===== config.mk =====
export PLATFORM = sky130hd
export DESIGN_NAME = gate_request_scheduler_flat
export DESIGN_NICKNAME = d
export VERILOG_FILES = /design/src/rtl/gate_request_scheduler_pkg.sv /design/src/rtl/gate_request_scheduler_if.sv /design/src/rtl/gate_request_scheduler_gate_timer.sv /design/src/rtl/gate_request_scheduler.sv /design/src/flat_wrapper.sv
export SDC_FILE = /design/constraint.sdc
export NUM_CORES = 1
export LEC_CHECK = 0
export ABC_AREA = 1
export CAP_MARGIN = 20
export CORE_UTILIZATION = 45
export CTS_BUF_LIST = sky130_fd_sc_hd__clkbuf_16
export CTS_CLUSTER_DIAMETER = 150
export CTS_CLUSTER_SIZE = 14
export DETAILED_ROUTE_END_ITERATION = 8
export PLACE_DENSITY = 0.76
export SLEW_MARGIN = 20
export SYNTH_ARGS = -nofsm -noshare
export SYNTH_HDL_FRONTEND = slang
export SYNTH_SLANG_ARGS = --single-unit

===== constraint.sdc =====
create_clock -name clk -period 1.4 [get_ports clk]
set_input_delay 0.14 -clock clk [delete_from_list [all_inputs] [get_ports clk]]
set_output_delay 0.14 -clock clk [all_outputs]
set_load 0.01 [all_outputs]

===== src/rtl/gate_request_scheduler_pkg.sv =====
// Shared types and helpers for the parking gate front-end.
package parking_pkg;

  localparam logic [2:0] SLOT1 = 3'b001;
  localparam logic [2:0] SLOT2 = 3'b010;
  localparam logic [2:0] SLOT3 = 3'b100;

  typedef enum logic [1:0] {
    StIdle,
    StIssue,
    StSettle
  } state_e;

  typedef enum logic {
    DirEnter,
    DirExit
  } dir_e;

  // True when exactly one slot is selected.
  function automatic logic is_one_hot(logic [2:0] sel);
    return (sel == SLOT1) || (sel == SLOT2) || (sel == SLOT3);
  endfunction

endpackage


===== src/rtl/gate_request_scheduler_if.sv =====
// Gate panel requests in, datapath commands and barrier status out.
interface gate_request_scheduler_if;

  logic       enter_req;
  logic [2:0] enter_sel;
  logic       exit_req;
  logic [2:0] exit_sel;
  logic [2:0] occupancy;
  logic       car_enter;
  logic       car_exit;
  logic [2:0] car_sel;
  logic       enter_ack;
  logic       enter_reject;
  logic       exit_ack;
  logic       exit_reject;
  logic       gate_in_open;
  logic       gate_out_open;
  logic       busy;

  // Panels plus datapath status side.
  modport master (
    output enter_req, enter_sel, exit_req, exit_sel, occupancy,
    input  car_enter, car_exit, car_sel, enter_ack, enter_reject,
    input  exit_ack, exit_reject, gate_in_open, gate_out_open, busy
  );

  // Scheduler side.
  modport slave (
    input  enter_req, enter_sel, exit_req, exit_sel, occupancy,
    output car_enter, car_exit, car_sel, enter_ack, enter_reject,
    output exit_ack, exit_reject, gate_in_open, gate_out_open, busy
  );

endinterface


===== src/rtl/gate_request_scheduler_gate_timer.sv =====
// Loadable barrier down-counter; open while the count is non-zero.
module gate_timer #(
  parameter int unsigned GATE_OPEN_CYCLES = 8,
  parameter int unsigned GCW              = 4
) (
  input  logic clk,
  input  logic reset,
  input  logic load,
  output logic open
);

  localparam logic [GCW-1:0] LoadVal = GCW'(GATE_OPEN_CYCLES);

  logic [GCW-1:0] count_q, count_d;

  // Reload on an accepted command, otherwise count down and hold at zero.
  always_comb begin
    count_d = count_q;
    if (load) begin
      count_d = LoadVal;
    end else if (count_q != '0) begin
      count_d = count_q - GCW'(1);
    end
  end

  // Counter register with synchronous active-low reset.
  always_ff @(posedge clk) begin
    if (!reset) begin
      count_q <= '0;
    end else begin
      count_q <= count_d;
    end
  end

  assign open = (count_q != '0);

endmodule


===== src/rtl/gate_request_scheduler.sv =====
// Captures entry/exit panel requests, arbitrates round-robin, validates them
// against slot occupancy and issues one-cycle commands to the datapath.
module gate_request_scheduler
  import parking_pkg::*;
#(
  parameter int unsigned GATE_OPEN_CYCLES = 8,
  parameter int unsigned GCW              = 4
) (
  input logic                     clk,
  input logic                     reset,
  gate_request_scheduler_if.slave bus
);

  state_e     state_q, state_d;
  dir_e       last_q, last_d;
  logic       enter_pend_q, enter_pend_d;
  logic [2:0] enter_psel_q, enter_psel_d;
  logic       exit_pend_q, exit_pend_d;
  logic [2:0] exit_psel_q, exit_psel_d;

  logic       car_enter_q, car_enter_d;
  logic       car_exit_q, car_exit_d;
  logic [2:0] car_sel_q, car_sel_d;
  logic       enter_ack_q, enter_ack_d;
  logic       enter_rej_q, enter_rej_d;
  logic       exit_ack_q, exit_ack_d;
  logic       exit_rej_q, exit_rej_d;

  dir_e       pick;
  logic [2:0] pick_sel;
  logic       occ_hit;
  logic       pick_ok;
  logic       load_in, load_out;

  // Arbitration, validation, command generation and request capture.
  always_comb begin
    state_d      = state_q;
    last_d       = last_q;
    enter_pend_d = enter_pend_q;
    enter_psel_d = enter_psel_q;
    exit_pend_d  = exit_pend_q;
    exit_psel_d  = exit_psel_q;
    car_enter_d  = 1'b0;
    car_exit_d   = 1'b0;
    car_sel_d    = 3'b000;
    enter_ack_d  = 1'b0;
    enter_rej_d  = 1'b0;
    exit_ack_d   = 1'b0;
    exit_rej_d   = 1'b0;
    load_in      = 1'b0;
    load_out     = 1'b0;
    pick         = DirEnter;
    pick_sel     = 3'b000;
    occ_hit      = 1'b0;
    pick_ok      = 1'b0;

    unique case (state_q)
      StIdle: begin
        if (enter_pend_q || exit_pend_q) begin
          if (enter_pend_q && exit_pend_q) begin
            pick = (last_q == DirExit) ? DirEnter : DirExit;
          end else begin
            pick = enter_pend_q ? DirEnter : DirExit;
          end
          pick_sel = (pick == DirEnter) ? enter_psel_q : exit_psel_q;
          occ_hit  = |(pick_sel & bus.occupancy);
          // Entry needs a free slot, exit needs an occupied one.
          pick_ok  = is_one_hot(pick_sel) && ((pick == DirEnter) ? !occ_hit : occ_hit);

          if (pick == DirEnter) begin
            enter_pend_d = 1'b0;
            car_enter_d  = pick_ok;
            enter_ack_d  = pick_ok;
            enter_rej_d  = !pick_ok;
            load_in      = pick_ok;
          end else begin
            exit_pend_d = 1'b0;
            car_exit_d  = pick_ok;
            exit_ack_d  = pick_ok;
            exit_rej_d  = !pick_ok;
            load_out    = pick_ok;
          end

          if (pick_ok) begin
            car_sel_d = pick_sel;
            last_d    = pick;
            state_d   = StIssue;
          end
        end
      end
      StIssue:  state_d = StSettle;
      // Dead cycle so occupancy reflects the datapath update.
      StSettle: state_d = StIdle;
      default:  state_d = StIdle;
    endcase

    // A direction only captures when its slot was empty before this edge.
    if (!enter_pend_q && bus.enter_req) begin
      enter_pend_d = 1'b1;
      enter_psel_d = bus.enter_sel;
    end
    if (!exit_pend_q && bus.exit_req) begin
      exit_pend_d = 1'b1;
      exit_psel_d = bus.exit_sel;
    end
  end

  // State, pending and output registers; reset aborts any command in flight.
  always_ff @(posedge clk) begin
    if (!reset) begin
      state_q      <= StIdle;
      last_q       <= DirExit;
      enter_pend_q <= 1'b0;
      enter_psel_q <= 3'b000;
      exit_pend_q  <= 1'b0;
      exit_psel_q  <= 3'b000;
      car_enter_q  <= 1'b0;
      car_exit_q   <= 1'b0;
      car_sel_q    <= 3'b000;
      enter_ack_q  <= 1'b0;
      enter_rej_q  <= 1'b0;
      exit_ack_q   <= 1'b0;
      exit_rej_q   <= 1'b0;
    end else begin
      state_q      <= state_d;
      last_q       <= last_d;
      enter_pend_q <= enter_pend_d;
      enter_psel_q <= enter_psel_d;
      exit_pend_q  <= exit_pend_d;
      exit_psel_q  <= exit_psel_d;
      car_enter_q  <= car_enter_d;
      car_exit_q   <= car_exit_d;
      car_sel_q    <= car_sel_d;
      enter_ack_q  <= enter_ack_d;
      enter_rej_q  <= enter_rej_d;
      exit_ack_q   <= exit_ack_d;
      exit_rej_q   <= exit_rej_d;
    end
  end

  gate_timer #(
    .GATE_OPEN_CYCLES(GATE_OPEN_CYCLES),
    .GCW             (GCW)
  ) u_gate_in (
    .clk  (clk),
    .reset(reset),
    .load (load_in),
    .open (bus.gate_in_open)
  );

  gate_timer #(
    .GATE_OPEN_CYCLES(GATE_OPEN_CYCLES),
    .GCW             (GCW)
  ) u_gate_out (
    .clk  (clk),
    .reset(reset),
    .load (load_out),
    .open (bus.gate_out_open)
  );

  assign bus.car_enter    = car_enter_q;
  assign bus.car_exit     = car_exit_q;
  assign bus.car_sel      = car_sel_q;
  assign bus.enter_ack    = enter_ack_q;
  assign bus.enter_reject = enter_rej_q;
  assign bus.exit_ack     = exit_ack_q;
  assign bus.exit_reject  = exit_rej_q;
  assign bus.busy         = (state_q != StIdle) || enter_pend_q || exit_pend_q;

endmodule


===== src/flat_wrapper.sv =====
// flat-port wrapper written by rule: the top's interface ports become plain ports
module gate_request_scheduler_flat import parking_pkg::*;
#(
  parameter int unsigned GATE_OPEN_CYCLES = 8,
  parameter int unsigned GCW              = 4
)
  (clk, reset, bus_enter_req, bus_enter_sel, bus_exit_req, bus_exit_sel, bus_occupancy, bus_car_enter, bus_car_exit, bus_car_sel, bus_enter_ack, bus_enter_reject, bus_exit_ack, bus_exit_reject, bus_gate_in_open, bus_gate_out_open, bus_busy);
  gate_request_scheduler_if bus_i ();
  input logic clk;
  input logic reset;
  input wire logic [$bits(bus_i.enter_req)-1:0] bus_enter_req;
  input wire logic [$bits(bus_i.enter_sel)-1:0] bus_enter_sel;
  input wire logic [$bits(bus_i.exit_req)-1:0] bus_exit_req;
  input wire logic [$bits(bus_i.exit_sel)-1:0] bus_exit_sel;
  input wire logic [$bits(bus_i.occupancy)-1:0] bus_occupancy;
  output wire logic [$bits(bus_i.car_enter)-1:0] bus_car_enter;
  output wire logic [$bits(bus_i.car_exit)-1:0] bus_car_exit;
  output wire logic [$bits(bus_i.car_sel)-1:0] bus_car_sel;
  output wire logic [$bits(bus_i.enter_ack)-1:0] bus_enter_ack;
  output wire logic [$bits(bus_i.enter_reject)-1:0] bus_enter_reject;
  output wire logic [$bits(bus_i.exit_ack)-1:0] bus_exit_ack;
  output wire logic [$bits(bus_i.exit_reject)-1:0] bus_exit_reject;
  output wire logic [$bits(bus_i.gate_in_open)-1:0] bus_gate_in_open;
  output wire logic [$bits(bus_i.gate_out_open)-1:0] bus_gate_out_open;
  output wire logic [$bits(bus_i.busy)-1:0] bus_busy;
  assign bus_i.enter_req = bus_enter_req;
  assign bus_i.enter_sel = bus_enter_sel;
  assign bus_i.exit_req = bus_exit_req;
  assign bus_i.exit_sel = bus_exit_sel;
  assign bus_i.occupancy = bus_occupancy;
  assign bus_car_enter = bus_i.car_enter;
  assign bus_car_exit = bus_i.car_exit;
  assign bus_car_sel = bus_i.car_sel;
  assign bus_enter_ack = bus_i.enter_ack;
  assign bus_enter_reject = bus_i.enter_reject;
  assign bus_exit_ack = bus_i.exit_ack;
  assign bus_exit_reject = bus_i.exit_reject;
  assign bus_gate_in_open = bus_i.gate_in_open;
  assign bus_gate_out_open = bus_i.gate_out_open;
  assign bus_busy = bus_i.busy;
  gate_request_scheduler #(.GATE_OPEN_CYCLES(GATE_OPEN_CYCLES), .GCW(GCW)) u_core (.clk(clk), .reset(reset), .bus(bus_i));
endmodule

After elaboration in Yosys (flattened, before gate mapping)

Index checks and enable logic that the tools add are counted.
Widths: inputs -> output; s select.

Multiplexer cells: 28
$add $sub $neg: 2
Bitwise logic cells: 4
Reductions and logical operators: 34
Eq/ne operators: 7

Operators with widths:

| kind                | count |
|---|---|
| $mux 1              | 20 |
| $mux 4              | 4 |
| $reduce_bool 2->1   | 8 |
| $reduce_and 3->1    | 3 |
| $reduce_and 4->1    | 2 |
| $reduce_bool 4->1   | 2 |
| $sub 4x1->4 const B | 2 |
| $logic_or 1x1->1    | 5 |
| $logic_and 1x1->1   | 4 |
| $logic_not 1->1     | 4 |
| $mux 2              | 2 |
| $ne 2x1->1 const B  | 2 |
| $pmux 2 s2          | 1 |
| $reduce_or 2->1     | 2 |
| $reduce_or 4->1     | 1 |
| $and 3x3->3         | 1 |
| $eq 3x1->1 const B  | 1 |
| $eq 3x2->1 const B  | 1 |
| $eq 3x3->1 const B  | 1 |
| $mux 3              | 1 |
| $not 1->1           | 3 |
| $reduce_or 3->1     | 1 |
| $eq 2x1->1 const B  | 1 |
| $logic_not 2->1     | 1 |
| other kinds (2)     | 2 |

Word-level logic and storage cells: 90
Input port bits: 13
Register bits: 26
Output and inout bits: 12

Depth between registers and ports, before layout

Depth in word-level cells: 14
Mapped depth: 12
Mapped depth without buffers: 11

Cells and area by module

Synthesis repeated with hierarchy kept, for this count alone.

Cell total of the unflattened synthesis: 168
Area total of the unflattened synthesis: 1,290.0 µm²

By module, submodules not included:

| module                 | times used | area each (µm²) | cells each |
|---|---|---|---|
| gate_request_scheduler | 1          | 837.1           | 110 |
| gate_timer             | 2          | 226.5           | 29 |

Worst setup path after synthesis

No wires, ideal clock.

Path type: register -> register
Start point: register u_core.enter_pend_q
End point: register u_core.u_gate_out.count_q[1]
Setup slack: 43 ps
Library setup time: 117 ps
Cell stages (with the launch flop): 10
Data arrival time: 1,240 ps
Cells stage by stage: dfxtp_1 buf_2 nand2_4 buf_12 o21ai_2 nand3_1 nand3_2 nand4_1 nand2_2 nor2_1

Word-level cells in the longest chain between the ends: 14
Elaborated cells on any way between the ends: 21
Classes of those cells: 3 x eq/ne; 9 x mux; 1 x bitwise; 8 x reduce/logical

RTL lines:

| element                                            | RTL line                                                   | source |
|---|---|---|
| start: declaration                                 | gate_request_scheduler.sv:16                               | `logic enter_pend_q, enter_pend_d;` |
| start signal: assignment                           | gate_request_scheduler.sv:127                              | `enter_pend_q <= enter_pend_d;` |
| $mux 1 / $logic_and 1x1->1 (equally long branches) | gate_request_scheduler.sv:63, gate_request_scheduler.sv:60 |  |
| $mux 1                                             | gate_request_scheduler.sv:60                               | `if (enter_pend_q && exit_pend_q) begin` |
| $mux 1                                             | gate_request_scheduler.sv:59                               | `if (enter_pend_q \|\| exit_pend_q) begin` |
| $mux 1                                             | gate_request_scheduler.sv:57                               | `unique case (state_q)` |
| $mux 3                                             | gate_request_scheduler.sv:65                               | `pick_sel = (pick == DirEnter) ? enter_psel_q : exit_psel_q;` |
| $and 3x3->3                                        | gate_request_scheduler.sv:66                               | `occ_hit = \|(pick_sel & bus.occupancy);` |
| $reduce_or 3->1                                    | gate_request_scheduler.sv:66                               |  |
| $logic_not 1->1                                    | gate_request_scheduler.sv:68                               | `pick_ok = is_one_hot(pick_sel) && ((pick == DirEnter) ? !occ_hit : occ_hit);` |
| $mux 1                                             | gate_request_scheduler.sv:68                               |  |
| $logic_and 1x1->1                                  | gate_request_scheduler.sv:68                               |  |
| $mux 1                                             | gate_request_scheduler.sv:70                               | `if (pick == DirEnter) begin` |
| $mux 1 *                                           | gate_request_scheduler.sv:59                               |  |
| $mux 1 *                                           | gate_request_scheduler.sv:57                               |  |
| $reduce_or 2->1 (no line) *                        | --                                                         |  |
| end signal: assignment                             | gate_request_scheduler_gate_timer.sv:31                    | `count_q <= count_d;` |
| end: declaration                                   | gate_request_scheduler_gate_timer.sv:14                    | `logic [GCW-1:0] count_q, count_d;` |

Every way passes the cells marked *; elsewhere a longest branch is shown, timed or not. The select of a mux whose other input is x is not followed.
A chain may end at the register's enable or synchronous reset.

Worst setup path in the final report

Start point: register u_core.last_q
End point: register u_core.car_sel_q[2], in the netlist u_core.bus.car_sel[2]

Word-level cells in the longest chain between the ends: 11
Elaborated cells on any way between the ends: 16
Classes of those cells: 3 x eq/ne; 6 x mux; 1 x bitwise; 6 x reduce/logical

RTL lines:

| element                    | RTL line                      | source |
|---|---|---|
| start: declaration         | gate_request_scheduler.sv:15  | `dir_e last_q, last_d;` |
| start signal: assignment   | gate_request_scheduler.sv:112 | `last_q <= DirExit;` |
| start signal: assignment   | gate_request_scheduler.sv:126 | `last_q <= last_d;` |
| $mux 1 *                   | gate_request_scheduler.sv:61  | `pick = (last_q == DirExit) ? DirEnter : DirExit;` |
| $mux 1 *                   | gate_request_scheduler.sv:60  |  |
| $mux 1 *                   | gate_request_scheduler.sv:59  |  |
| $mux 1 *                   | gate_request_scheduler.sv:57  |  |
| $mux 3                     | gate_request_scheduler.sv:65  |  |
| $and 3x3->3                | gate_request_scheduler.sv:66  |  |
| $reduce_or 3->1            | gate_request_scheduler.sv:66  |  |
| $logic_not 1->1            | gate_request_scheduler.sv:68  |  |
| $mux 1                     | gate_request_scheduler.sv:68  |  |
| $logic_and 1x1->1          | gate_request_scheduler.sv:68  |  |
| $reduce_and 4->1 (no line) | --                            |  |
| end signal: assignment     | gate_request_scheduler.sv:133 | `car_sel_q <= car_sel_d;` |
| end: declaration           | gate_request_scheduler.sv:23  | `logic [2:0] car_sel_q, car_sel_d;` |

Marked as above.

==> reports/results.txt <==
Buffers inserted to repair hold after CTS numbered 0. Launching element type of the critical path: a register. The tools report the clock tree skew after final layout as 0.002260 ns. The detailed router's first-iteration violation count was 46.

The worst slack on hold paths is 0.4275 ns. The congestion estimate from routability-driven global placement came to 0.9807. For the total number of clock tree sinks, the log shows 26. Setup slack on the worst reg-to-reg path comes out at -0.13 ns.

The root buffer selected by CTS is clkbuf_16. The post-synthesis instance area was 1227 um^2; the cell count of the worst reg-to-reg path was 10. Per report_power, the combinational group accounts for 44.6% of the total. The clock network accounts for 21.3% of the total power.

The post-CTS clock slew at the launch and capture registers of the worst setup and hold paths works out to 0.06 ns. The insertion delay to the later sink of the worst-skew pair is 0.26 ns. TritonCTS built the clock tree. At the pin with the least slew margin, the transition time is 0.3397 ns. The logs give 1.857 mW for the total internal power and 17 for the maximum number of pins on one net before global-route repair. The worst-case IR drop observed on VDD is 1.289 mV. The total grt overflow was 0. The cell with the largest stage delay on the worst path is dfxtp_2. The netlist uses 23 different library cells. The run gives -1.362 ns as the sum of negative setup slack. The die is 54.23 um wide. The switching power total was 1.058 mW. The checks that failed: setup timing. The proportion of layout cells with a drive suffix above 1 is 31.10%. Data on the critical path arrives at its endpoint at 1.73 ns.

Measured on the finished design, the core utilization comes to 75.94%. Using the TritonRoute via totals, the vias-per-cell ratio works out to 5.130. For this run, the top clock speed supported by timing is 0.6538 GHz. The run finished, with violations left.

The signed area change from the synthesized netlist to the final layout was 56.07%; the effective utilization at floorplan was 48.66%. For the slack of the critical path, the log shows -0.1296 ns. The ratio of final minimum period to clock period is 109.3%, and the global-route total usage across every layer is 25.28%. In this run the power density over the cells is 1522 nW/um^2.

The H-tree depth reported by CTS is 1. The mean instance size in the synthesized netlist was 7.484 um^2; the data required time at the worst endpoint was 1.60 ns. Counting tap cells, the placed design contains a total of 229 instances. The tools report the area of the placeable core as 2522 um^2. The HPWL after detailed placement is 2060 um. The first global-routing pass estimated 5126 um of wire. The tools report the endpoint type of the worst setup path as a register. The critical path is of the register to register type. The repair_antennas step left the layout with diodes totalling 0. In this run, CTS created clock tree buffers numbering 3. The cell depth of the worst hold path was 1.

The longest clock path from root to sink contains 2 buffers. The total number of placement rows is 18. The tools report the number of primary I/O pins as 25. The count of buffers added on input and output ports is 24.

In this run, flip-flops and latches consume 34.1% of the power. The net total in the final layout is 227. Summed over all cells, the static leakage comes to 0.8839 nW.

After detailed routing, the average wire length per cell comes to 14.67 um. Setup repair after global routing could not meet its margin everywhere. The number of endpoints with negative hold slack in the final report was 0; the worst-case headroom to the max-slew limit was 77.16%. The signal on the critical path passes through inv_2 > nand2_8 > nand3_2 > nand3_4 > nand3_2 > nand2_2 > nand2_2 > nor2_4 > nand3_4 > nor2_2. The synthesized design contains 26 register bits. The share of total power consumed by net switching works out to 36.30%. Of all nets on the critical path, the largest fanout is 7.

Counting every net in the synthesized netlist gives 181. The count of nets left with antenna violations once routing finished came out at 0. The die covers 2940 um^2. The cell count after synthesis came out at 164.

The run gives 1136 as the via count of the first global-routing pass. Across the run, the number of max-cap violations was 0. The total wirelength of the detailed-routed design is 3505 um, and the die boundary height is 54.23 um. Excluding fillers, the count of instances in the completed layout stands at 239. For the first-pass iteration count of the detailed router, the log shows 4. Setup violations remaining at the end of the flow were counted as 17. Of the synthesized area, sequential elements account for 42.41%. The tools report the number of pins exceeding their max-slew limit in the final report as 0. The tightest min-delay check is of the register to register type. Number of synthesis warnings: 0. The routed design could run at a clock period as short as 1.530 ns. The largest single stage delay on the critical path is 0.34 ns.

For this run, design rule violations remaining after detail routing come to 0. The final route contains 1226 vias. The initial antenna violation count was 0.
## layout by cell type (no fill, tap or decap), types with 6 or more instances in the layout
cell,synthesis,layout
a21oi_1,8,8
buf_4,2,21
clkdlybuf4s50_1,0,21
dfxtp_1,26,23
inv_1,27,25
nand2_1,23,15
nand2_2,5,6
nand2_4,1,7
nand3_1,17,6
nand3_4,0,9
nand4_1,6,6
nor2_1,19,16
o21ai_0,10,10
## state kept, by name, summed over array words and instances, names as in the netlist
name	cells
u_core.u_gate_in.count_q	4
u_core.u_gate_out.count_q	4
u_core.bus.car_sel	3
u_core.enter_psel_q	3
u_core.exit_psel_q	3
u_core.state_q	2
u_core.bus.car_enter	1
u_core.bus.car_exit	1
u_core.bus.enter_reject	1
u_core.bus.exit_reject	1
u_core.enter_pend_q	1
u_core.exit_pend_q	1
u_core.last_q	1
## per-layer routing
layer	vias to the layer above	track usage, %	part of all wire (%)
li1	612	-	-
met1	552	27.96	38
met2	47	44.31	53
met3	15	4.167	5.1
met4	0	16.24	3.7
met5	-	0	0
## area by class of cell
class	count	area [um^2]
clock buffers	3	75.07
flip-flops and latches	26	526.8
repair buffers	45	390.4
fillers	178	606.8
multi-input cells	105	773.2
well taps	30	37.54
clock inverters	1	3.754
inverters	29	108.9
## worst max-delay path, delay by kind of cell (launching register included)
family,cells,cell delay (ns)
and+or+nand+nor,9,1.07
DFF,1,0.34
buffers and inverters,1,0.06
## through the flow
stage,area (um^2),power [mW],setup slack [ns]
floorplan,1227,1.666,0.04257
global placement,1582,2.065,-0.1097
detailed placement,1582,2.132,-0.1600
CTS,1849,2.834,-0.04986
global route,1916,3.125,-0.1906
finish,1916,2.915,-0.1296
## Yosys cell counts
cell type / n / area [um^2]
xor2_1: 4 / 35.03
nor2_1: 19 / 71.32
nor2_2: 1 / 6.260
nand3_1: 17 / 85.08
nand3_2: 2 / 20.02
inv_1: 27 / 101.4
nand2_2: 5 / 31.28
buf_2: 1 / 5.000
o221ai_1: 1 / 8.760
dfxtp_1: 26 / 520.5
o21ai_2: 1 / 8.760
o31ai_1: 1 / 7.510
buf_12: 1 / 20.02
clkbuf_1: 1 / 3.750
a21oi_1: 8 / 40.04
nor3_1: 1 / 5.000
o21ai_0: 10 / 50.05
nand4_1: 6 / 37.54
nand2_4: 1 / 11.26
buf_4: 2 / 15.01
nand2_1: 23 / 86.33
ha_1: 4 / 50.05
inv_2: 2 / 7.510
## power groups by stage
stage / Combinational (mW) / Sequential, mW / Clock [mW]
CTS: 1.21 / 0.990 / 0.631
detailed placement: 1.14 / 0.995 / 0
finish: 1.30 / 0.995 / 0.620
global route: 1.43 / 1.01 / 0.681
global placement: 1.08 / 0.984 / 0
floorplan: 0.689 / 0.977 / 0
## cell families after synthesis
kind of cell | count (synthesis) | synth area share, %
simple gates | 75 | 28.85
buf+inv | 34 | 12.44
flops | 26 | 42.41
compound gates | 21 | 9.379
xor+xnor | 4 | 2.854
fa+ha+maj | 4 | 4.078
## what timing repair did
action                     CTS  global route
buffers inserted             4             1
gates cloned                 1             0
setup endpoints to repair   20            20
pin swaps                    8             9
resized for setup           39            13
## final timing paths
kind	from	endpoint
worst max-delay path	u_core.last_q	u_core.bus.car_sel[2]
worst max register to register	u_core.last_q	u_core.bus.car_sel[2]
worst min-delay path	u_core.state_q[1]	u_core.state_q[1]
worst min register to register	u_core.state_q[1]	u_core.state_q[1]
Note: power is estimated with default switching activity, not from simulation.
